**config.mk**
```make
export PLATFORM = sky130hd
export DESIGN_NAME = lab5_nios2_qsys_0_oci_dct_monitor
export DESIGN_NICKNAME = d
export VERILOG_FILES = /design/src/rtl/lab5_nios2_qsys_0_oci_pkg.sv /design/src/rtl/lab5_nios2_qsys_0_oci_dct_fifo.sv /design/src/rtl/lab5_nios2_qsys_0_oci_dct_monitor.sv
export SDC_FILE = /design/constraint.sdc
export NUM_CORES = 1
export LEC_CHECK = 0
export ABC_AREA = 1
export CAP_MARGIN = 20
export CORE_MARGIN = 5
export CORE_UTILIZATION = 30
export CTS_CLUSTER_DIAMETER = 50
export CTS_CLUSTER_SIZE = 8
export DETAILED_ROUTE_END_ITERATION = 10
export MAX_ROUTING_LAYER = met4
export PLACE_DENSITY_LB_ADDON = 0.2
export SETUP_SLACK_MARGIN = 0.5
export SKIP_LAST_GASP = 1
export SLEW_MARGIN = 5
export SYNTH_ARGS = -nofsm -noshare
export SYNTH_HDL_FRONTEND = slang
export SYNTH_HIERARCHICAL = 1
export SYNTH_SLANG_ARGS = --single-unit
```
**constraint.sdc**
```tcl
create_clock -name clk -period 10.1 [get_ports clk]
set_clock_uncertainty 0.05 [all_clocks]
set_input_delay 3.03 -clock clk [delete_from_list [all_inputs] [get_ports clk]]
set_output_delay 3.03 -clock clk [all_outputs]
set_load 0.03 [all_outputs]
```
**src/rtl/lab5_nios2_qsys_0_oci_pkg.sv**
```systemverilog
`default_nettype none
// ============================================================================
// Module      : lab5_nios2_qsys_0_oci_pkg
// Description : Shared FSM encoding and default sizing for the DCT monitor.
// Revision    : 1.0
// ============================================================================
package lab5_nios2_qsys_0_oci_pkg;

    localparam logic [1:0] ST_RUN   = 2'd0;
    localparam logic [1:0] ST_DRAIN = 2'd1;
    localparam logic [1:0] ST_DONE  = 2'd2;

    localparam int C_SLOT_W = 2;
    localparam int C_SLOTS  = 15;
    localparam int C_CNT_W  = 4;
    localparam int C_DEPTH  = 8;

endpackage
`default_nettype wire

```
**src/rtl/lab5_nios2_qsys_0_oci_dct_fifo.sv**
```systemverilog
`default_nettype none
// ============================================================================
// Module      : lab5_nios2_qsys_0_oci_dct_fifo
// Description : First-word-fall-through FIFO with flush and occupancy level.
// Revision    : 1.0
// ============================================================================
module lab5_nios2_qsys_0_oci_dct_fifo #(
    parameter int WIDTH = 34,
    parameter int DEPTH = 8
) (
    input  logic                       clk,
    input  logic                       rst,
    input  logic                       i_push,
    input  logic                       i_pop,
    input  logic                       i_flush,
    input  logic [WIDTH-1:0]           i_wdata,
    output logic [WIDTH-1:0]           o_rdata,
    output logic                       o_empty,
    output logic                       o_full,
    output logic [$clog2(DEPTH+1)-1:0] o_level
);

    localparam int PTR_W = $clog2(DEPTH);
    localparam int LVL_W = $clog2(DEPTH+1);

    logic [WIDTH-1:0] r_mem [DEPTH];
    logic [PTR_W-1:0] r_wr_ptr;
    logic [PTR_W-1:0] r_rd_ptr;
    logic [LVL_W-1:0] r_level;
    logic             w_do_push;
    logic             w_do_pop;

    assign o_empty   = (r_level == '0);
    assign o_full    = (r_level == LVL_W'(DEPTH));
    assign o_level   = r_level;
    assign o_rdata   = r_mem[r_rd_ptr];
    assign w_do_pop  = i_pop && !o_empty;
    // A push into a full FIFO is only legal when the head leaves in the same cycle.
    assign w_do_push = i_push && (!o_full || w_do_pop);

    always_ff @(posedge clk) begin
        if (rst) begin
            r_wr_ptr <= '0;
            r_rd_ptr <= '0;
            r_level  <= '0;
            for (int i = 0; i < DEPTH; i++) begin
                r_mem[i] <= '0;
            end
        end else if (i_flush) begin
            r_wr_ptr <= '0;
            r_rd_ptr <= '0;
            r_level  <= '0;
        end else begin
            if (w_do_push) begin
                r_mem[r_wr_ptr] <= i_wdata;
                r_wr_ptr        <= r_wr_ptr + 1'b1;
            end
            if (w_do_pop) begin
                r_rd_ptr <= r_rd_ptr + 1'b1;
            end
            case ({w_do_push, w_do_pop})
                2'b10:   r_level <= r_level + 1'b1;
                2'b01:   r_level <= r_level - 1'b1;
                default: r_level <= r_level;
            endcase
        end
    end

endmodule
`default_nettype wire

```
**src/rtl/lab5_nios2_qsys_0_oci_dct_monitor.sv**
```systemverilog
`default_nettype none
// ============================================================================
// Module      : lab5_nios2_qsys_0_oci_dct_monitor
// Description : Captures DCT trace words into a FIFO; RUN/DRAIN/DONE control.
// Revision    : 1.0
// ============================================================================
module lab5_nios2_qsys_0_oci_dct_monitor
    import lab5_nios2_qsys_0_oci_pkg::*;
#(
    parameter int SLOT_W = C_SLOT_W,
    parameter int SLOTS  = C_SLOTS,
    parameter int CNT_W  = C_CNT_W,
    parameter int DEPTH  = C_DEPTH
) (
    input  logic                       clk,
    input  logic                       reset,
    input  logic [SLOT_W*SLOTS-1:0]    dct_buffer,
    input  logic [CNT_W-1:0]           dct_count,
    input  logic                       dct_load,
    input  logic                       test_ending,
    input  logic                       test_has_ended,
    input  logic                       rd_ready,
    output logic                       rd_valid,
    output logic [SLOT_W*SLOTS-1:0]    rd_data,
    output logic [CNT_W-1:0]           rd_count,
    output logic [$clog2(DEPTH+1)-1:0] fifo_level,
    output logic                       overflow,
    output logic                       count_err,
    output logic [15:0]                drop_cnt,
    output logic                       done
);

    localparam int              DATA_W      = SLOT_W * SLOTS;
    localparam int              ENTRY_W     = DATA_W + CNT_W;
    localparam logic [CNT_W-1:0] c_SLOTS_CNT = CNT_W'(SLOTS);

    logic [1:0]         r_state;
    logic [1:0]         w_next_state;
    logic               w_cap_en;
    logic               w_load;
    logic               w_pop;
    logic               w_push;
    logic               w_drop;
    logic               w_empty;
    logic               w_full;
    logic [CNT_W-1:0]   w_cnt_clamp;
    logic [ENTRY_W-1:0] w_head;
    logic               r_overflow;
    logic               r_count_err;
    logic [15:0]        r_drop_cnt;

    always_ff @(posedge clk) begin
        if (reset) begin
            r_state <= ST_RUN;
        end else begin
            r_state <= w_next_state;
        end
    end

    always_comb begin
        w_next_state = r_state;
        if (test_has_ended) begin
            w_next_state = ST_DONE;
        end else begin
            case (r_state)
                ST_RUN:   if (test_ending) w_next_state = ST_DRAIN;
                // Leave DRAIN once the FIFO is empty after this cycle's pop.
                ST_DRAIN: if (fifo_level == '0 || (fifo_level == 1 && w_pop))
                              w_next_state = ST_DONE;
                default:  w_next_state = ST_DONE;
            endcase
        end
    end

    always_comb begin
        done     = (r_state == ST_DONE);
        w_cap_en = (r_state == ST_RUN);
        rd_valid = !w_empty && (r_state != ST_DONE);
    end

    assign w_load      = w_cap_en && dct_load && (dct_count != '0) && !test_has_ended;
    assign w_pop       = rd_valid && rd_ready;
    assign w_push      = w_load && (!w_full || w_pop);
    assign w_drop      = w_load && w_full && !w_pop;
    assign w_cnt_clamp = (dct_count > c_SLOTS_CNT) ? c_SLOTS_CNT : dct_count;

    lab5_nios2_qsys_0_oci_dct_fifo #(
        .WIDTH (ENTRY_W),
        .DEPTH (DEPTH)
    ) u_fifo (
        .clk     (clk),
        .rst     (reset),
        .i_push  (w_push),
        .i_pop   (w_pop),
        .i_flush (test_has_ended),
        .i_wdata ({dct_buffer, w_cnt_clamp}),
        .o_rdata (w_head),
        .o_empty (w_empty),
        .o_full  (w_full),
        .o_level (fifo_level)
    );

    assign rd_data  = w_head[ENTRY_W-1:CNT_W];
    assign rd_count = w_head[CNT_W-1:0];

    always_ff @(posedge clk) begin
        if (reset) begin
            r_overflow  <= 1'b0;
            r_count_err <= 1'b0;
            r_drop_cnt  <= '0;
        end else begin
            if (w_load && (dct_count > c_SLOTS_CNT)) begin
                r_count_err <= 1'b1;
            end
            if (w_drop) begin
                r_overflow <= 1'b1;
                if (r_drop_cnt != 16'hFFFF) begin
                    r_drop_cnt <= r_drop_cnt + 16'd1;
                end
            end
        end
    end

    assign overflow  = r_overflow;
    assign count_err = r_count_err;
    assign drop_cnt  = r_drop_cnt;

endmodule
`default_nettype wire

```
After elaboration in Yosys (flattened, before gate mapping)
Memories as Yosys holds them, arrays and structs flattened. A register that Yosys moved wholly into a read port is not among the register bits.
Cells that the tools add are included.
{ "classes": {"add_sub_neg": 5, "magnitude_cmp": 1, "n_eq_ne": 12, "muxes": 17, "reduce_logical": 28} }
{ "ops": {"columns": ["op", "n"], "rows": [
  ["$mux W34", 1],
  ["$reduce_or A34 Y1", 1],
  ["$add A16 B1 Y16 const B", 1],
  ["$ne A16 B16 Y1 const B", 1],
  ["$logic_and A1 B1 Y1", 12],
  ["$mux W3", 3],
  ["$pmux W4 S2", 1],
  ["$mux W1", 7],
  ["$add A3 B1 Y3 const B", 2],
  ["$mux W2", 3],
  ["$ne A2 B2 Y1 const B", 3],
  ["$ne A3 B3 Y1 const B", 2],
  ["$reduce_and A2 Y1", 3],
  ["$add A4 B1 Y4 const B", 1],
  ["$eq A2 B1 Y1 const B", 2],
  ["$eq A2 B2 Y1 const B", 2],
  ["$eq A4 B1 Y1 const B", 1],
  ["$eq A4 B4 Y1 const B", 1],
  ["$gt A4 B4 Y1 const B", 1],
  ["$logic_not A1 Y1", 4],
  ["$logic_not A4 Y1", 1],
  ["$mux W4", 1],
  ["$pmux W2 S2", 1],
  ["$reduce_bool A4 Y1", 1],
  ["5 further kinds", 7]
]} }
{ "totals": {"regBits": 30, "ramBits": 272, "output_inout_bits": 58, "word_cells": 72, "n_memories": 1} }
{ "mem_list": {"columns": ["memory", "words", "width", "rd", "rd_ports_with_merged_regs", "write_ports", "line_no", "text"], "rows": [
  ["u_fifo.r_mem", 8, 34, 1, 1, 8, "lab5_nios2_qsys_0_oci_dct_fifo.sv:26", "logic [WIDTH-1:0] r_mem [DEPTH];"]
]} }

Logic depth before layout (Yosys ltp)
Gate-level depths: netlist of run 1.
{ "depth": {"ltp_word": 13, "ltp_mapped": 18, "ltp_nobuf": 18} }

Hierarchy
The synthesis of run 1 kept the hierarchy.
{ "by_module_without_submodules": {"columns": ["module", "n_inst", "cells_each", "area_per_inst_um2", "seq_area_each_um2"], "rows": [
  ["lab5_nios2_qsys_0_oci_dct_fifo", 1, 1125, 12659.6, 8428.1],
  ["lab5_nios2_qsys_0_oci_dct_monitor", 1, 195, 1270.0, 380.4]
]} }

Least setup slack after synthesis of run 1
Ideal clock, no wire load.
{ "synth_path": {"path_type": "input port to flip-flop", "startpoint": "in test_has_ended", "endpoint": "mem u_fifo.r_mem[2][0], enable pin", "arrival_ns": 4.959, "required_time_ns": 9.658, "path_slack_ns": 4.700, "cell_stages": 9, "n_path_buf": 1, "path_cell_list": "nor2_1 > nand3_1 > nor2_1 > inv_1 > o21bai_4 > nor2_4 > nand2_2 > buf_6 > nand2_1"} }
{ "synth_lines": {"columns": ["element", "line_no", "text"], "rows": [
  ["start, declared", "lab5_nios2_qsys_0_oci_dct_monitor.sv:21", "input logic test_has_ended,"],
  ["end, declared", "lab5_nios2_qsys_0_oci_dct_fifo.sv:26", null]
]} }

==> reports/metrics.cfg, run 1 <==
[outcome]
status=finished, final reports clean

[sta]
finalCritPeriodShare=0.675
timing_worst_slew_pin_value_ns=1.11
setup_viol=0
relSlewSlack=0.258
tns_ns=0
final-hold-violation-count=0
maxSlewViolCount=0
hold_ws_ns=0.406
period_minus_slack_ns=6.82
rsz0062_at_grt=false
fmax_mhz=147

[worst_setup_path]
path_max_fanout=65
worstSetupPathType=reg -> out
critPathCaptureType=primary output
worstPathRequired_ns=7.02
crit_path_start_kind=flip-flop
arrival_ns=3.74

[pwr]
comb_power_share=0.048
seq_power_share=0.476
internal_power_mw=2.34
p_clk_frac=0.476
power.density_nw_per_um2=179
p_switching_uw=644
switching_share=0.216
ir_worst_vdd_v=0.000117
p_leak_nw=6.19

[drt]
antenna_left=0
vias=9508
post_drt_wl_per_cell_um=17.8
drt-pass1-iter-count=5
routed_via_density=4.68
routed_wl_um=36100
drc=0
drt_iter0_markers=515

[layout]
layout.cells.non_filler=2030
syn2layout_area_growth_pct=19.2
nets=1447
drive_gt1_frac=0.0851
regArea_um2=8820
n_fill_cell=4653
multiInputGateArea_um2=4390

[cts]
cts_hold_buf=0
clk_pin_slew_ns=0.05
cts_sinks=304
cts_resized=0
numCtsBuffers=47
cts_buffer_depth=3
root_buffer=clkbuf_16
htree_num_levels=2
cts_tree=done
clk_latency_ns=0.55
post_cts_buffers=0

[min_path]
hold_class=reg -> reg

[logic_synthesis]
synthCells=1320
yosysSeqAreaShare=0.632
ys_ff_latch=304
synth.avg_cell_area_um2=10.6
ys_types=36
yosysWarnings=6
synth_area_um2=13900
syn-num-nets=1366

[placement]
gp_congestion=0.796
dp_hpwl_um=21200
io_buffers=96
dp.cells=1959

[floorplan]
io_pins=98
fp.dieH_um=225
coreArea_um2=46300
dieArea_um2=50800
die_x_um=225
initial_core_util=0.301
core.rowCount=79

[grt]
grt_pass1_wl_um=56600
grtUsageTotal=0.146
grt_pass1_vias=9797
grt-ovfl-total=0
antenna_found_initial=1
grt_max_degree=100

[job]
drv_cap=0

## synthesized netlist by cell type, drive strengths merged
library cell	count	area share
inv	67	0.018
o21bai	1	0.0013
edfxtp	272	0.59
nand4	4	0.0018
fa	1	0.0014
ha	5	0.0045
clkinv	1	0.00027
clkbuf	25	0.0067
nand2	203	0.059
nor3	6	0.0040
buf	47	0.029
o21ai	76	0.027
dfxtp	32	0.046
nor2	383	0.11
nor3b	1	0.00054
mux2i	68	0.049
nand3	26	0.0097
a21oi	24	0.011
xor2	5	0.0031
nand3b	4	0.0022
conb	1	0.00027
o22ai	68	0.031
## routing by layer
| layer | GRT usage | routed length [um] |
|---|---|---|
| met5 | - | 0 |
| met4 | 0.0410 | 873 |
| met3 | 0.0307 | 1510 |
| met2 | 0.233 | 16900 |
| met1 | 0.190 | 16800 |
## stage by stage
stage	utilization	setup WS [ns]	cell area, um2	power, mW
2_1_floorplan	-	4.70	13900	1.52
3_3_place_gp	0.329	3.52	15200	1.59
3_5_place_dp	0.330	3.42	15300	1.59
4_1_cts	0.359	3.13	16600	3.02
5_1_grt	0.359	2.96	16600	3.09
6_report	0.359	3.28	16600	2.98
## state kept, by name, summed over array words and instances (netlist names), named ones only
register and cells:
drop_cnt 16, u_fifo/r_rd_ptr 3, r_state 2, overflow 1, u_fifo/r_mem 272, u_fifo/o_level 4
u_fifo/r_wr_ptr 3
## cells by family (layout without fill, tap and decap cells)
family / Yosys count / after routing / synth area share
compound gates: 169 / 169 / 0.0705
simple gates: 627 / 627 / 0.185
xor+xnor: 5 / 5 / 0.00314
flops: 304 / 304 / 0.632
buf+inv: 140 / 242 / 0.0540
mux: 68 / 68 / 0.0489
other cells: 1 / 2 / 0.000269
fa+ha+maj: 6 / 6 / 0.00593
## final timing paths
path / startpoint / to / slack, ns / cells past startpoint
hold reg to reg: u_fifo/r_rd_ptr[2]$_SDFFE_PP0N_ / flip-flop / 0.41 / 2
hold / removal: u_fifo/r_rd_ptr[2]$_SDFFE_PP0N_ / flip-flop / 0.41 / 2
setup reg to reg: u_fifo/o_level[0]$_SDFFE_PP0P_ / u_fifo/r_mem[2][20]$_SDFFCE_PN0P_ / 6.33 / 13
setup / recovery: flip-flop / rd_count[1] / 3.28 / 6
## cells in the final DEF (no fill, tap or decap), types with 2 or more instances in the layout
cell	count
edfxtp_1	272
nand3b_1	4
a21oi_2	10
buf_12	2
nand2_4	4
buf_4	6
nand4_1	4
xor2_1	5
nor3_2	3
clkdlybuf4s50_1	96
inv_2	3
nor2_1	374
inv_1	63
nor2_4	7
nand3_1	25
nor3_1	2
a21oi_1	14
ha_1	5
clkbuf_16	47
clkinv_1	4
o21ai_0	76
o22ai_1	68
nand2_2	22
dfxtp_1	29
dfxtp_4	2
clkbuf_8	3
clkbuf_1	12
mux2i_1	68
nand2_1	177
nor2_2	2
## cell type report
type | count | share of cell area
inverter | 68 | 0.0155
antenna | 1 | 0.000151
sequential | 304 | 0.531
tap | 607 | 0.0457
clock inverter | 8 | 0.00429
clock buffer | 62 | 0.0760
timing repair buffer | 104 | 0.0630
multi-input combinational | 876 | 0.264
## worst max-delay path, stage by stage (launching register included)
cell             delay, ns
dfxtp_4               0.79
buf_4                 0.85
o21ai_0               0.21
o22ai_1               0.39
nand2_1               0.09
nand2_1               0.10
clkdlybuf4s50_1       0.72
## power by group through the flow
stage               Sequential (mW)  Clock (mW)  Combinational (mW)
floorplan                      1.44           0              0.0761
global placement               1.44           0               0.143
detailed placement             1.44           0               0.145
CTS                            1.42        1.45               0.146
global route                   1.42        1.51               0.156
finish                         1.42        1.42               0.143
No activity file was read; power rests on OpenSTA's default activity.
==> run 2: changes to the inputs <==
==> constraint.sdc (replaced) <==
create_clock -name clk -period 6.6 [get_ports clk]
set_clock_uncertainty 0.05 [all_clocks]
set_input_delay 1.98 -clock clk [delete_from_list [all_inputs] [get_ports clk]]
set_output_delay 1.98 -clock clk [all_outputs]
set_load 0.03 [all_outputs]
==> run 2 against run 1 <==
Net effect:
- clock power up 51%
- hold slack improved by 0.0054 ns
- critical endpoint unchanged
- non-clock buffer count is 4 higher
- cell area increased by 0.12%
- power is 52% higher
- cell count up 0.15%
- critical path type unchanged
- highest routed layer unchanged
- sequential share of layout area fell by 0.064 points
- combinational power up 51%
- critical path depth grew 1
==> reports/metrics.cfg, run 2 (same netlist as run 1, synthesis figures left out) <==
[floorplan]
initial_core_util=0.301
io_pins=98
coreArea_um2=46300
dieArea_um2=50800
die_x_um=225
core.rowCount=79
fp.dieH_um=225

[drt]
drc=0
drt_iter0_markers=629
antenna_left=0
routed_wl_um=37000
vias=9646
post_drt_wl_per_cell_um=18.2
drt-pass1-iter-count=5
routed_via_density=4.74

[sta]
period_minus_slack_ns=5.25
timing_worst_slew_pin_value_ns=1.05
fmax_mhz=190
maxSlewViolCount=0
relSlewSlack=0.299
finalCritPeriodShare=0.795
rsz0062_at_grt=false
final-hold-violation-count=0
tns_ns=0
setup_viol=0
hold_ws_ns=0.412

[worst_setup_path]
cpPeakStageDelay_ns=0.72
critPathSlowestCell=clkdlybuf4s50_1
worstPathRequired_ns=4.57
critPathCaptureType=primary output
timing.rr.start=u_fifo/o_level[0]$_SDFFE_PP0P_
worstSetupPathType=reg -> out
crit_path_frequent_cell=nand2_1
path_max_fanout=37
arrival_ns=3.22
reg2reg_depth=13
worstReg2RegEnd=u_fifo/r_mem[4][0]$_SDFFCE_PN0P_
crit_path_start_kind=flip-flop
r2r_slack_ns=3.00
critPathTopFamily=buffers and inverters
path_buf_inv=3
crit_chain=inv_2, buf_4, nor2_1, o22ai_1, nand2_1, nand2_1, clkdlybuf4s50_1
critical_path_depth=7

[grt]
grt_max_degree=137
grt_use_met2=0.240
grt_pass1_vias=9808
antenna_found_initial=1
grt-ovfl-total=0
top_usage_layer=met2
met1_usage=0.188
grtUsageTotal=0.147
grt_pass1_wl_um=57100
met3_usage=0.0276

[placement]
gp_congestion=0.782
dp_hpwl_um=22000
io_buffers=96

[job]
drv_cap=0

[cts]
post_cts_buffers=0
cts_hold_buf=0
cts_resized=0
cts_tree=done
root_buffer=clkbuf_16
htree_num_levels=2
clk_latency_ns=0.53
clk_pin_slew_ns=0.05
cts_sinks=304
numCtsBuffers=46
cts_buffer_depth=3

[pwr]
p_clk_frac=0.474
seq_power_share=0.479
switching_share=0.213
power.density_nw_per_um2=273
comb_power_share=0.048
internal_power_mw=3.57
ir_worst_vdd_v=0.000196
p_leak_nw=6.20
p_switching_uw=968

[layout]
final_common_cell=nor2_1
syn2layout_area_growth_pct=19.4
drive_gt1_frac=0.0863
mostFrequentLayoutCells=nor2_1, edfxtp_1, nand2_1, clkdlybuf4s50_1, o21ai_0
largest_reg_flops=272
nets=1450
top_register=u_fifo/r_mem

[outcome]
status=finished, final reports clean

[min_path]
hold_depth=2
hp-start=u_fifo/r_rd_ptr[2]$_SDFFE_PP0N_
hold_class=reg -> reg

==> run 2: area by class of cell <==
type / instances / area [um2]
clock buffer: 63 / 1270
sequential: 304 / 8820
tap: 607 / 759
antenna: 1 / 2.50
timing repair buffer: 108 / 1080
fill: 4685 / 29600
multi-input combinational: 876 / 4390
inverter: 68 / 258
clock inverter: 6 / 56.3
==> run 2: worst register-to-register path: stages, from the launching register on <==
cell	delay [ns]
dfxtp_1	0.46
nor2_2	0.07
nand2_1	0.12
inv_1	0.06
inv_1	0.05
nand3_1	0.12
nand2_1	0.15
inv_1	0.07
nor2_1	0.12
inv_1	0.09
o21bai_4	0.23
nor2_4	0.19
nand2_2	0.49
nand2_2	0.94
==> run 2: stage by stage <==
stage	util	std cells	power (mW)	cell area [um2]	setup WS (ns)
6_report	0.359	2033	4.54	16600	1.35
3_3_place_gp	0.330	1962	2.43	15300	1.24
4_1_cts	0.359	2031	4.61	16600	1.30
2_1_floorplan	-	1320	2.32	13900	2.25
5_1_grt	0.359	2033	4.71	16600	1.15
3_5_place_dp	0.330	1962	2.43	15300	1.14
==> run 2: power by group through the flow <==
stage	combinational, mW	sequential, mW	clock (mW)
5_1_grt	0.235	2.18	2.30
3_3_place_gp	0.219	2.21	0
3_5_place_dp	0.220	2.21	0
2_1_floorplan	0.116	2.21	0
6_report	0.216	2.17	2.15
4_1_cts	0.221	2.17	2.22
==> run 2: how the worst max path moves through the flow <==
stage | endpoint | slack (ns)
2_1_floorplan | u_fifo/r_mem[2][0]$_SDFFCE_PN0P_ | 2.25
4_1_cts | rd_count[1] | 1.30
3_5_place_dp | u_fifo/r_mem[4][20]$_SDFFCE_PN0P_ | 1.14
3_3_place_gp | u_fifo/r_mem[4][23]$_SDFFCE_PN0P_ | 1.24
5_1_grt | rd_data[18] | 1.15
6_report | rd_count[1] | 1.35
==> run 2: layer usage <==
| metal | vias up | part of all wire |
|---|---|---|
| li1 | 4680 | - |
| met1 | 4699 | 0.46 |
| met2 | 205 | 0.48 |
| met3 | 62 | 0.046 |
| met4 | 0 | 0.023 |
| met5 | - | 0 |
==> run 3: changes to the inputs <==
==> constraint.sdc (replaced) <==
create_clock -name clk -period 4.9 [get_ports clk]
set_clock_uncertainty 0.05 [all_clocks]
set_input_delay 1.47 -clock clk [delete_from_list [all_inputs] [get_ports clk]]
set_output_delay 1.47 -clock clk [all_outputs]
set_load 0.03 [all_outputs]
==> run 3 against run 2 <==
Net effect:
- combinational power rose by 40%
- non-clock buffer count up 20
- register-to-register slack got worse by 0.92 ns
- critical path depth did not move
- via count rose by 1.4%
- wire length is 2.7% higher
- sequential cell count is the same
- power is 36% higher
- largest cell class unchanged
- count of clock-buffer cells in the layout down 3
- global-route usage increased by 0.34 points
- largest power group is now the clock network
==> reports/metrics.cfg, run 3 (same netlist as run 1, synthesis figures left out) <==
[worst_setup_path]
arrival_ns=2.68
critPathTopFamily=buffers and inverters
cpPeakStageDelay_ns=0.62
crit_chain=clkinv_2, buf_12, nor2_1, o22ai_1, nand2_1, nand2_1, clkdlybuf4s50_1
worstSetupPathType=reg -> out
critPathSlowestCell=clkdlybuf4s50_1
path_max_fanout=39
path_buf_inv=3
crit_path_frequent_cell=nand2_1
worstPathRequired_ns=3.38
critPathCaptureType=primary output
crit_path_start_kind=flip-flop

[layout]
largest_reg_flops=272
regArea_um2=8820
nets=1471
final_common_cell=nor2_1
multiInputGateArea_um2=4390
syn2layout_area_growth_pct=21.8
top_register=u_fifo/r_mem
post-route-cell-area_um2=17000
mostFrequentLayoutCells=nor2_1, edfxtp_1, nand2_1, clkdlybuf4s50_1, o21ai_0
final_util=0.367
drive_gt1_frac=0.102
n_fill_cell=4609

[placement]
dp_hpwl_um=20900
gp_congestion=0.775
io_buffers=96
place_area_um2=15500

[floorplan]
coreArea_um2=46300
dieArea_um2=50800
die_x_um=225
io_pins=98
initial_core_util=0.301
core.rowCount=79
fp.dieH_um=225

[sta]
rsz0062_at_grt=false
finalCritPeriodShare=0.857
relSlewSlack=0.594
final-hold-violation-count=0
tns_ns=0
fmax_mhz=238
period_minus_slack_ns=4.20
setup_viol=0
timing_worst_slew_pin_value_ns=0.609
maxSlewViolCount=0

[grt]
antenna_found_initial=1
grt_max_degree=72
grtUsageTotal=0.150
grt-ovfl-total=0
grt_pass1_wl_um=57800
grt_pass1_vias=9823

[cts]
root_buffer=clkbuf_16
cts_tree=done
htree_num_levels=2
clk_latency_ns=0.56
cts_sinks=304
clk_pin_slew_ns=0.05
cts_buffer_depth=3
numCtsBuffers=47
cts_hold_buf=0

[pwr]
p_clk_frac=0.477
switching_share=0.220
p_leak_nw=6.38
comb_power_share=0.049
seq_power_share=0.474
p_switching_mw=1.36
power.density_nw_per_um2=363
ir_worst_vdd_v=0.000247
p_total_mw=6.17
internal_power_mw=4.81

[drt]
drc=0
drt-pass1-iter-count=5
routed_wl_um=38000
drt_iter0_markers=557
post_drt_wl_per_cell_um=18.5
antenna_left=0
routed_via_density=4.76
vias=9784

[outcome]
status=finished, final reports clean

[job]
drv_cap=0

[min_path]
hold_class=reg -> reg

run 3: cell count changes in the layout (fill, tap and decap cells not counted), sizes merged:
| cell | change |
|---|---|
| clkbuf | -2 |
| buf | +19 |
| clkinv | +7 |
| inv | -1 |
| dlymetal6s2s | +1 |
| clkdlybuf4s50 | -1 |
run 3: final timing paths:
path,slack (ns),startpoint,depth (start not counted),endpoint
worst max-delay path,0.70,flip-flop,7,rd_data[12]
worst min-delay path,0.41,u_fifo/r_rd_ptr[2]$_SDFFE_PP0N_,2,flip-flop
worst max register to register,2.08,u_fifo/o_level[3]$_SDFFE_PP0P_,14,u_fifo/r_mem[3][12]$_SDFFCE_PN0P_
worst min register to register,0.41,u_fifo/r_rd_ptr[2]$_SDFFE_PP0N_,2,flip-flop
run 3: what timing repair did:
| action | CTS | global route |
|---|---|---|
| setup endpoints to repair | 29 | 25 |
| gates resized for setup | 1 | 4 |
| pin swaps | 0 | 0 |
| setup buffers | 1 | 2 |
| cloned | 0 | 1 |
run 3: final cells by class:
cell class	count	share of cell area
sequential	304	0.520
multi-input combinational	876	0.259
timing repair buffer	128	0.0816
clock buffer	60	0.0728
tap	607	0.0448
inverter	68	0.0153
clock inverter	12	0.00715
antenna	1	0.000147
run 3: power groups by stage:
stage	combinational (mW)	sequential, mW	clock (mW)
floorplan	0.157	2.97	0
global placement	0.307	2.97	0
detailed placement	0.309	2.97	0
CTS	0.310	2.93	3.02
global route	0.331	2.93	3.15
finish	0.303	2.93	2.94
run 3: worst reg2reg max path, cell delays in order, from the launching register on:
cell and delay, ns:
dfxtp_1 0.44, nor2_1 0.08, nand2_1 0.13, inv_1 0.07, inv_1 0.05, nand3_1 0.11
nand2_1 0.14, inv_1 0.07, nor2_1 0.13, inv_1 0.09, o21bai_4 0.23, nor2_4 0.19
nand2_2 0.08, nand2_2 0.06, buf_4 0.51
run 3: metal layers:
layer | vias to the layer above | global-route usage | routed length (um)
li1 | 4717 | - | -
met5 | - | - | 0
met1 | 4793 | 0.206 | 18000
met2 | 242 | 0.234 | 17500
met4 | 0 | 0.0322 | 432
met3 | 32 | 0.0304 | 1990
run 3: metrics by stage:
step                hold WS [ns]  worst slack [ns]  std cells
floorplan                  0.383              1.06       1320
global placement           0.399             0.810       1979
detailed placement         0.402             0.762       1979
CTS                        0.412             0.494       2052
global route               0.454             0.561       2056
finish                     0.407             0.702       2056
